## config.mk

```make
export PLATFORM = sky130hd
export DESIGN_NAME = rx_fifo_burst_tracker
export DESIGN_NICKNAME = d
export VERILOG_FILES = /design/src/rtl/rx_fifo_burst_tracker.sv
export SDC_FILE = /design/constraint.sdc
export NUM_CORES = 1
export LEC_CHECK = 0
export BUFFER_PORTS_ARGS = -buffer_cell sky130_fd_sc_hd__buf_2
export CAP_MARGIN = 20
export CORE_UTILIZATION = 54
export DETAILED_ROUTE_END_ITERATION = 6
export PLACE_DENSITY = 0.85
export SLEW_MARGIN = 15
export SYNTH_ARGS = -nofsm -noshare
export SYNTH_HDL_FRONTEND = slang
export SYNTH_SLANG_ARGS = --single-unit
export TNS_END_PERCENT = 10
```

## constraint.sdc

```tcl
create_clock -name clk -period 17.3 [get_ports clk]
set_input_delay 0.865 -clock clk [delete_from_list [all_inputs] [get_ports clk]]
set_output_delay 0.865 -clock clk [all_outputs]
set_load 0.01 [all_outputs]
```

## src/rtl/rx_fifo_burst_tracker.sv

```systemverilog
// rtl/rx_fifo_burst_tracker.sv - RX ring FIFO writer and burst reservation tracker
//
// Purpose:
//   Writes the front-end word stream into the RX ring FIFO RAM and cuts it into
//   fixed-size bursts. Ring space is reserved one burst at a time on the first
//   word of each burst. A burst that finds the ring full is dropped as a whole.
//   The DMA engine returns space with fifo_burst_release pulses.
//
// Ports:
//   clk, rst            clock, asynchronous active-high reset
//   dma_en              low = synchronous clear of all state
//   cfg_brst_words_z    words per burst minus 1
//   cfg_ring_bursts_z   bursts the ring holds minus 1
//   cfg_max_payload_sz  PCIe MPS code (0=128B .. 3=1024B), sets the mlowmrk step
//   s_word_valid/data   front-end word stream, no backpressure
//   fifo_we/waddr/wdata ring RAM write port, registered
//   fifo_burst_fill     pulse with the write of a burst's last word
//   fifo_burst_skip     pulse one cycle after the last word of a dropped burst
//   fifo_burst_mlowmrk  pulse with the write that completes an MPS chunk
//   fifo_burst_avail_z  free bursts minus 1; all-ones = none free
//   fifo_burst_release  pulse from DMA: one burst freed
//   release_err         sticky: release seen with nothing reserved
//   ovf_bursts          saturating count of dropped bursts
//
// Optional feature macro: RX_OVF_STATS_EN builds the ovf_bursts counter;
// without it ovf_bursts is tied to zero.

module rx_fifo_burst_tracker #(
  parameter int BUFFER_SIZE_BITS = 16,
  parameter int DATA_BITS        = 4,
  parameter int DATA_WIDTH       = 128
) (
  input  logic                              clk,
  input  logic                              rst,
  input  logic                              dma_en,
  input  logic [BUFFER_SIZE_BITS-DATA_BITS-1:0] cfg_brst_words_z,
  input  logic [BUFFER_SIZE_BITS-6:0]       cfg_ring_bursts_z,
  input  logic [1:0]                        cfg_max_payload_sz,
  input  logic                              s_word_valid,
  input  logic [DATA_WIDTH-1:0]             s_word_data,
  output logic                              fifo_we,
  output logic [BUFFER_SIZE_BITS-DATA_BITS-1:0] fifo_waddr,
  output logic [DATA_WIDTH-1:0]             fifo_wdata,
  output logic                              fifo_burst_fill,
  output logic                              fifo_burst_skip,
  output logic                              fifo_burst_mlowmrk,
  output logic [BUFFER_SIZE_BITS-6:0]       fifo_burst_avail_z,
  input  logic                              fifo_burst_release,
  output logic                              release_err,
  output logic [15:0]                       ovf_bursts
);

  localparam int AW  = BUFFER_SIZE_BITS - DATA_BITS;
  localparam int RBW = BUFFER_SIZE_BITS - 5;
  localparam int RSW = BUFFER_SIZE_BITS - 4;

  typedef enum logic [1:0] {IDLE, FILL, SKIP} state_t;

  state_t         state, state_nx;
  logic [AW-1:0]  cnt, cnt_nx;
  logic [AW-1:0]  wptr;
  logic [RSW-1:0] resv;
  logic [RBW-1:0] resv_q;

  logic           fits, take, drop, last, reserve, mlow_hit;
  logic [AW:0]    word_n;
  logic [31:0]    thr_words, thr_mask;

  always_ff @(posedge clk or posedge rst) begin
    if (rst) begin
      state <= IDLE;
      cnt   <= '0;
    end else if (!dma_en) begin
      state <= IDLE;
      cnt   <= '0;
    end else begin
      state <= state_nx;
      cnt   <= cnt_nx;
    end
  end

  always_comb begin
    state_nx  = state;
    cnt_nx    = cnt;
    fits      = (resv <= {1'b0, cfg_ring_bursts_z});
    take      = s_word_valid && ((state == FILL) || ((state == IDLE) && fits));
    drop      = s_word_valid && ((state == SKIP) || ((state == IDLE) && !fits));
    reserve   = s_word_valid && (state == IDLE) && fits;
    last      = (cnt == cfg_brst_words_z);
    // 1-based index of the current word inside its burst
    word_n    = {1'b0, cnt} + 1'b1;
    thr_words = (32'd128 << cfg_max_payload_sz) >> DATA_BITS;
    thr_mask  = thr_words - 32'd1;
    // Thresholds are powers of two, so "n mod T == 0" is a mask test
    mlow_hit  = take && !last && (thr_words != 32'd0) &&
                ((32'(word_n) & thr_mask) == 32'd0);
    if (s_word_valid) begin
      cnt_nx   = last ? '0 : cnt + 1'b1;
      state_nx = last ? IDLE : (take ? FILL : SKIP);
    end
  end

  // Write port and burst pulses. fifo_waddr follows the write pointer while
  // idle and shows the address of the word being written when fifo_we is high.
  always_ff @(posedge clk or posedge rst) begin
    if (rst) begin
      wptr               <= '0;
      fifo_we            <= 1'b0;
      fifo_waddr         <= '0;
      fifo_wdata         <= '0;
      fifo_burst_fill    <= 1'b0;
      fifo_burst_skip    <= 1'b0;
      fifo_burst_mlowmrk <= 1'b0;
    end else if (!dma_en) begin
      wptr               <= '0;
      fifo_we            <= 1'b0;
      fifo_waddr         <= '0;
      fifo_wdata         <= '0;
      fifo_burst_fill    <= 1'b0;
      fifo_burst_skip    <= 1'b0;
      fifo_burst_mlowmrk <= 1'b0;
    end else begin
      fifo_we            <= take;
      fifo_waddr         <= wptr;
      fifo_burst_fill    <= take && last;
      fifo_burst_skip    <= drop && last;
      fifo_burst_mlowmrk <= mlow_hit;
      if (take) begin
        fifo_wdata <= s_word_data;
        wptr       <= wptr + 1'b1;
      end
    end
  end

  // Reservation counter. A release that lands on the same cycle as a
  // reservation cancels it, so an empty counter is never decremented there.
  always_ff @(posedge clk or posedge rst) begin
    if (rst) begin
      resv        <= '0;
      resv_q      <= '0;
      release_err <= 1'b0;
    end else if (!dma_en) begin
      resv        <= '0;
      resv_q      <= '0;
      release_err <= 1'b0;
    end else begin
      resv_q <= resv[RBW-1:0];
      case ({reserve, fifo_burst_release})
        2'b10: resv <= resv + 1'b1;
        2'b01: begin
          if (resv == '0) release_err <= 1'b1;
          else            resv        <= resv - 1'b1;
        end
        default: ;
      endcase
    end
  end

  // resv_q lags resv by one cycle; config is static while enabled, so the
  // difference behaves as a registered value and equals the config at reset.
  assign fifo_burst_avail_z = cfg_ring_bursts_z - resv_q;

`ifdef RX_OVF_STATS_EN
  logic [15:0] ovf_cnt;

  always_ff @(posedge clk or posedge rst) begin
    if (rst) begin
      ovf_cnt <= '0;
    end else if (!dma_en) begin
      ovf_cnt <= '0;
    end else if (drop && last && (ovf_cnt != 16'hFFFF)) begin
      ovf_cnt <= ovf_cnt + 16'd1;
    end
  end

  assign ovf_bursts = ovf_cnt;
`else
  assign ovf_bursts = 16'd0;
`endif

endmodule
```

==> results.md <==
* CTS sink count at 194
* CTS Buf Count at 17
* Yosys reg bits at 194
* Fin Hold WS at around 0.52 ns
* Post-synthesis sequential area ratio at 51.5%
* DR iter-0 viols at between 600 and 700
* Clock Pin Slew Worst Setup and Hold Paths at 0.07 ns
* Worst endpoint required time at 17.60 ns
* Grt ovf at 0
* Nets at roughly 1500
* Unrepaired setup endpoints after global routing: false
* Area Overhead vs Synth at 23.1%
* Max IR drop VDD at between 0.07 and 0.08 mV
* Most common cell in the netlist: nand2_1
* Slew @ Worst Pin at slightly above 1 ns
* Worst hold path class: reg -> reg
* Slew HR at 31.6%
* Clk_lat worst skew at around 0.43 ns
* Boundary pin count at 330
* Final-report hold violation count at 0
* PostCTS Resize Cnt at 0
* Max layer used: met4
* CTS tree: yes
* Startpoint Class: input port
* Cts hold-fix bufs at 0
* Hold Crit Depth at 2
* Max Cap Viol at 0
* Peak Freq at between 200 and 250 MHz
* Worst EP arrival at between 4 and 5 ns
* Post-CTS Setup Bufs at 0
* PwrDens at around 130 nW/um2
* YS warnings at 0
* Status: complete, no violations
* Leak pwr at 0.00610 uW
* Vias in the first global route at between 8000 and 9000
* Cell with the largest stage delay on the worst path: a2111oi_4
* Wire length on met2 at roughly 12000 um
* Reg2Reg Depth at 15
* DRT Pass-1 Iters at 6
* GRT Util Overall at between 20% and 30%
* Slew Viols, Final at 0
* Synth Flop Type: dfrtp_1
* Die H at approximately 130 um
* Synth cell count leaders: nand2_1 (294), dfrtp_1 (194), a21oi_1 (143), nor2_1 (46), inv_1 (39)
* H-tree levels at 4
* Routed WL per cell at between 15 and 20 um
* Global-route wire length before repair at 39000 um
* R2r endpoint: resv[11]
* FFs w/ async S/R, synth at between 90% and 100%
* EDFF count, synth at 0
* Die width at between 100 and 150 um
* DR DRC count at 0
* Worst path max stage delay at 0.50 ns
* Met3 Routed Length at about 1700 um
* Clk buf depth at 2
* DR vias/cell at around 5.4
* Final period utilization at roughly 25%
* Setup_tns at 0 ns
* RR Startpoint: resv[3]
* Cell taking the most area after synthesis: dfrtp_1
* Core ar. at roughly 17000 um2
* Starting Density at around 56%
* Reg-to-reg setup timing slack at about 13 ns
* DRT antenna net count at 0
* Crit end category: register
* Overall Power at between 1000 and 1500 uW
* Antenna violations before repair at 0
* Vias at between 8000 and 9000
* Cell count after synthesis at 1039
* Type of the worst setup path: in -> reg
* Top cell type's share of synthesized area at approximately half
* Worst Path Max Fanout at 11
* Distinct cells, synth at between 50 and 60
* # diodes at 0
* Final setup vio count at 0
* Worst hold start: fifo_wdata[124]
* Most common cell type on the critical path: a21oi_1
* Largest net degree at the start of global routing at approximately 120
* Number of port buffers at 313
* Layout cells sized above 1 at 27.8%
* Minimum clock period at 4.28 ns
* Placer Congestion at roughly 0.85
* Worst path cell trace: buf_2 > inv_1 > ha_1 > a21oi_1 > nand3_1 > a2111oi_4 > a21oi_1 > nor2_1 > inv_1 > ha_1 > a211o_1 > o211ai_1 > a211oi_1 > nor2_1 > a21oi_1 > mux2i_1 > o211ai_1
* Row Count at 47
* Wirelength, routed at 24800 um
* Hold EP: fifo_wdata[124]
* Top cells by area, synth: dfrtp_1 (52%), nand2_1 (12%), a21oi_1 (7.6%), ha_1 (4.6%), xor2_1 (2.1%)
* Filler instances at roughly 1300
* M1 WL at 9990 um
* Post-DP HPWL at approximately 18000 um
* Root Driver: clkbuf_16
* Die area at 18000 um2
* Clk_skew at 0.00843 ns
* Synth Area per Inst at 9.07 um2
* Synthesized area at around 9400 um2
==> where the power goes <==
part           switching (uW)  total (uW)  internal (uW)
combinational             312         510            199
sequential               48.7         568            519
clock                     182         394            212
==> layout make-up <==
type / count / area [um2] / share of cell area (%)
Clock inverter: 13 / 140 / 1.21
Inverter: 39 / 156 / 1.35
Clock buffer: 19 / 453 / 3.90
Sequential cell: 194 / 4850 / 41.8
Multi-Input combinational cell: 748 / 4120 / 35.5
Tap cell: 220 / 275 / 2.37
Timing Repair Buffer: 318 / 1600 / 13.8
==> placed cells by master (no fill, tap or decap), types with 3 or more instances in the layout <==
| cell type | count |
|---|---|
| a211oi_1 | 3 |
| a21o_1 | 6 |
| a21oi_1 | 143 |
| a31oi_1 | 4 |
| and2_1 | 13 |
| and3_1 | 7 |
| buf_2 | 313 |
| buf_4 | 5 |
| clkbuf_16 | 17 |
| conb_1 | 16 |
| dfrtp_1 | 194 |
| ha_1 | 35 |
| inv_1 | 37 |
| inv_6 | 4 |
| inv_8 | 4 |
| mux2_2 | 4 |
| mux2i_1 | 12 |
| nand2_1 | 294 |
| nand2b_1 | 10 |
| nand3_1 | 18 |
| nand4_1 | 3 |
| nor2_1 | 46 |
| nor2b_1 | 4 |
| nor3_1 | 10 |
| nor4_1 | 13 |
| o211ai_1 | 5 |
| o21ai_0 | 18 |
| o31ai_1 | 3 |
| or2_2 | 4 |
| or3_1 | 3 |
| xnor2_1 | 18 |
| xor2_1 | 23 |
==> flip-flops by register name (all words and copies together) (netlist names) <==
name and cells:
release_err 1, fifo_burst_skip 1, fifo_waddr 12, cnt 12
state 2, resv 12, resv_q 11, wptr 12
fifo_burst_fill 1, fifo_wdata 128, fifo_we 1, fifo_burst_mlowmrk 1
==> how the worst max path moves through the flow <==
stage	start	end	slack (ns)
after floorplan	rst	cnt[0]	11.15
after global placement	cfg_ring_bursts_z[3]	resv[11]	12.79
after detailed placement	cfg_ring_bursts_z[3]	resv[11]	12.65
after CTS	cfg_ring_bursts_z[3]	resv[11]	13.07
after global routing	cfg_ring_bursts_z[3]	resv[11]	12.70
final	cfg_ring_bursts_z[3]	resv[11]	13.02
==> cells by family (layout without fill, tap and decap cells) <==
| kind of cell | after synthesis | in the layout | synth area share, % |
|---|---|---|---|
| xor gates and xnor gates | 41 | 41 | 3.81 |
| DFF | 194 | 194 | 51.5 |
| buffers and inverters | 112 | 389 | 5.44 |
| and+or+nand+nor | 435 | 435 | 19.8 |
| adders and majority gates | 37 | 37 | 5.07 |
| other | 1 | 16 | 0.0398 |
| muxes | 17 | 17 | 1.91 |
| AOI/OAI and AO/OA | 202 | 202 | 12.4 |
==> layer usage <==
layer  global-route usage, %  vias up
li1                        -     3959
met1                    34.1     4001
met5                       0        -
met2                    46.9      325
met4                    9.99        0
met3                    6.92       51
==> metrics by stage <==
step	std cells	setup WS (ns)	utilization, %	cell area (um2)
6_report	1551	13.02	69.0	11600
5_1_grt	1551	12.70	69.0	11600
4_1_cts	1551	13.07	69.0	11600
3_5_place_dp	1519	12.65	65.5	11000
3_3_place_gp	1519	12.79	65.5	11000
2_1_floorplan	1054	11.15	-	9480
==> critical path: cells and delay by family <==
kind | cells | cell delay (ns)
AO/OA/AOI/OAI | 8 | 1.85
adder cells (fa/ha/maj) | 2 | 0.70
buffers and inverters | 3 | 0.40
multiplexers | 1 | 0.23
AND/OR/NAND/NOR | 3 | 0.52
No activity file was read; power rests on OpenSTA's default activity.
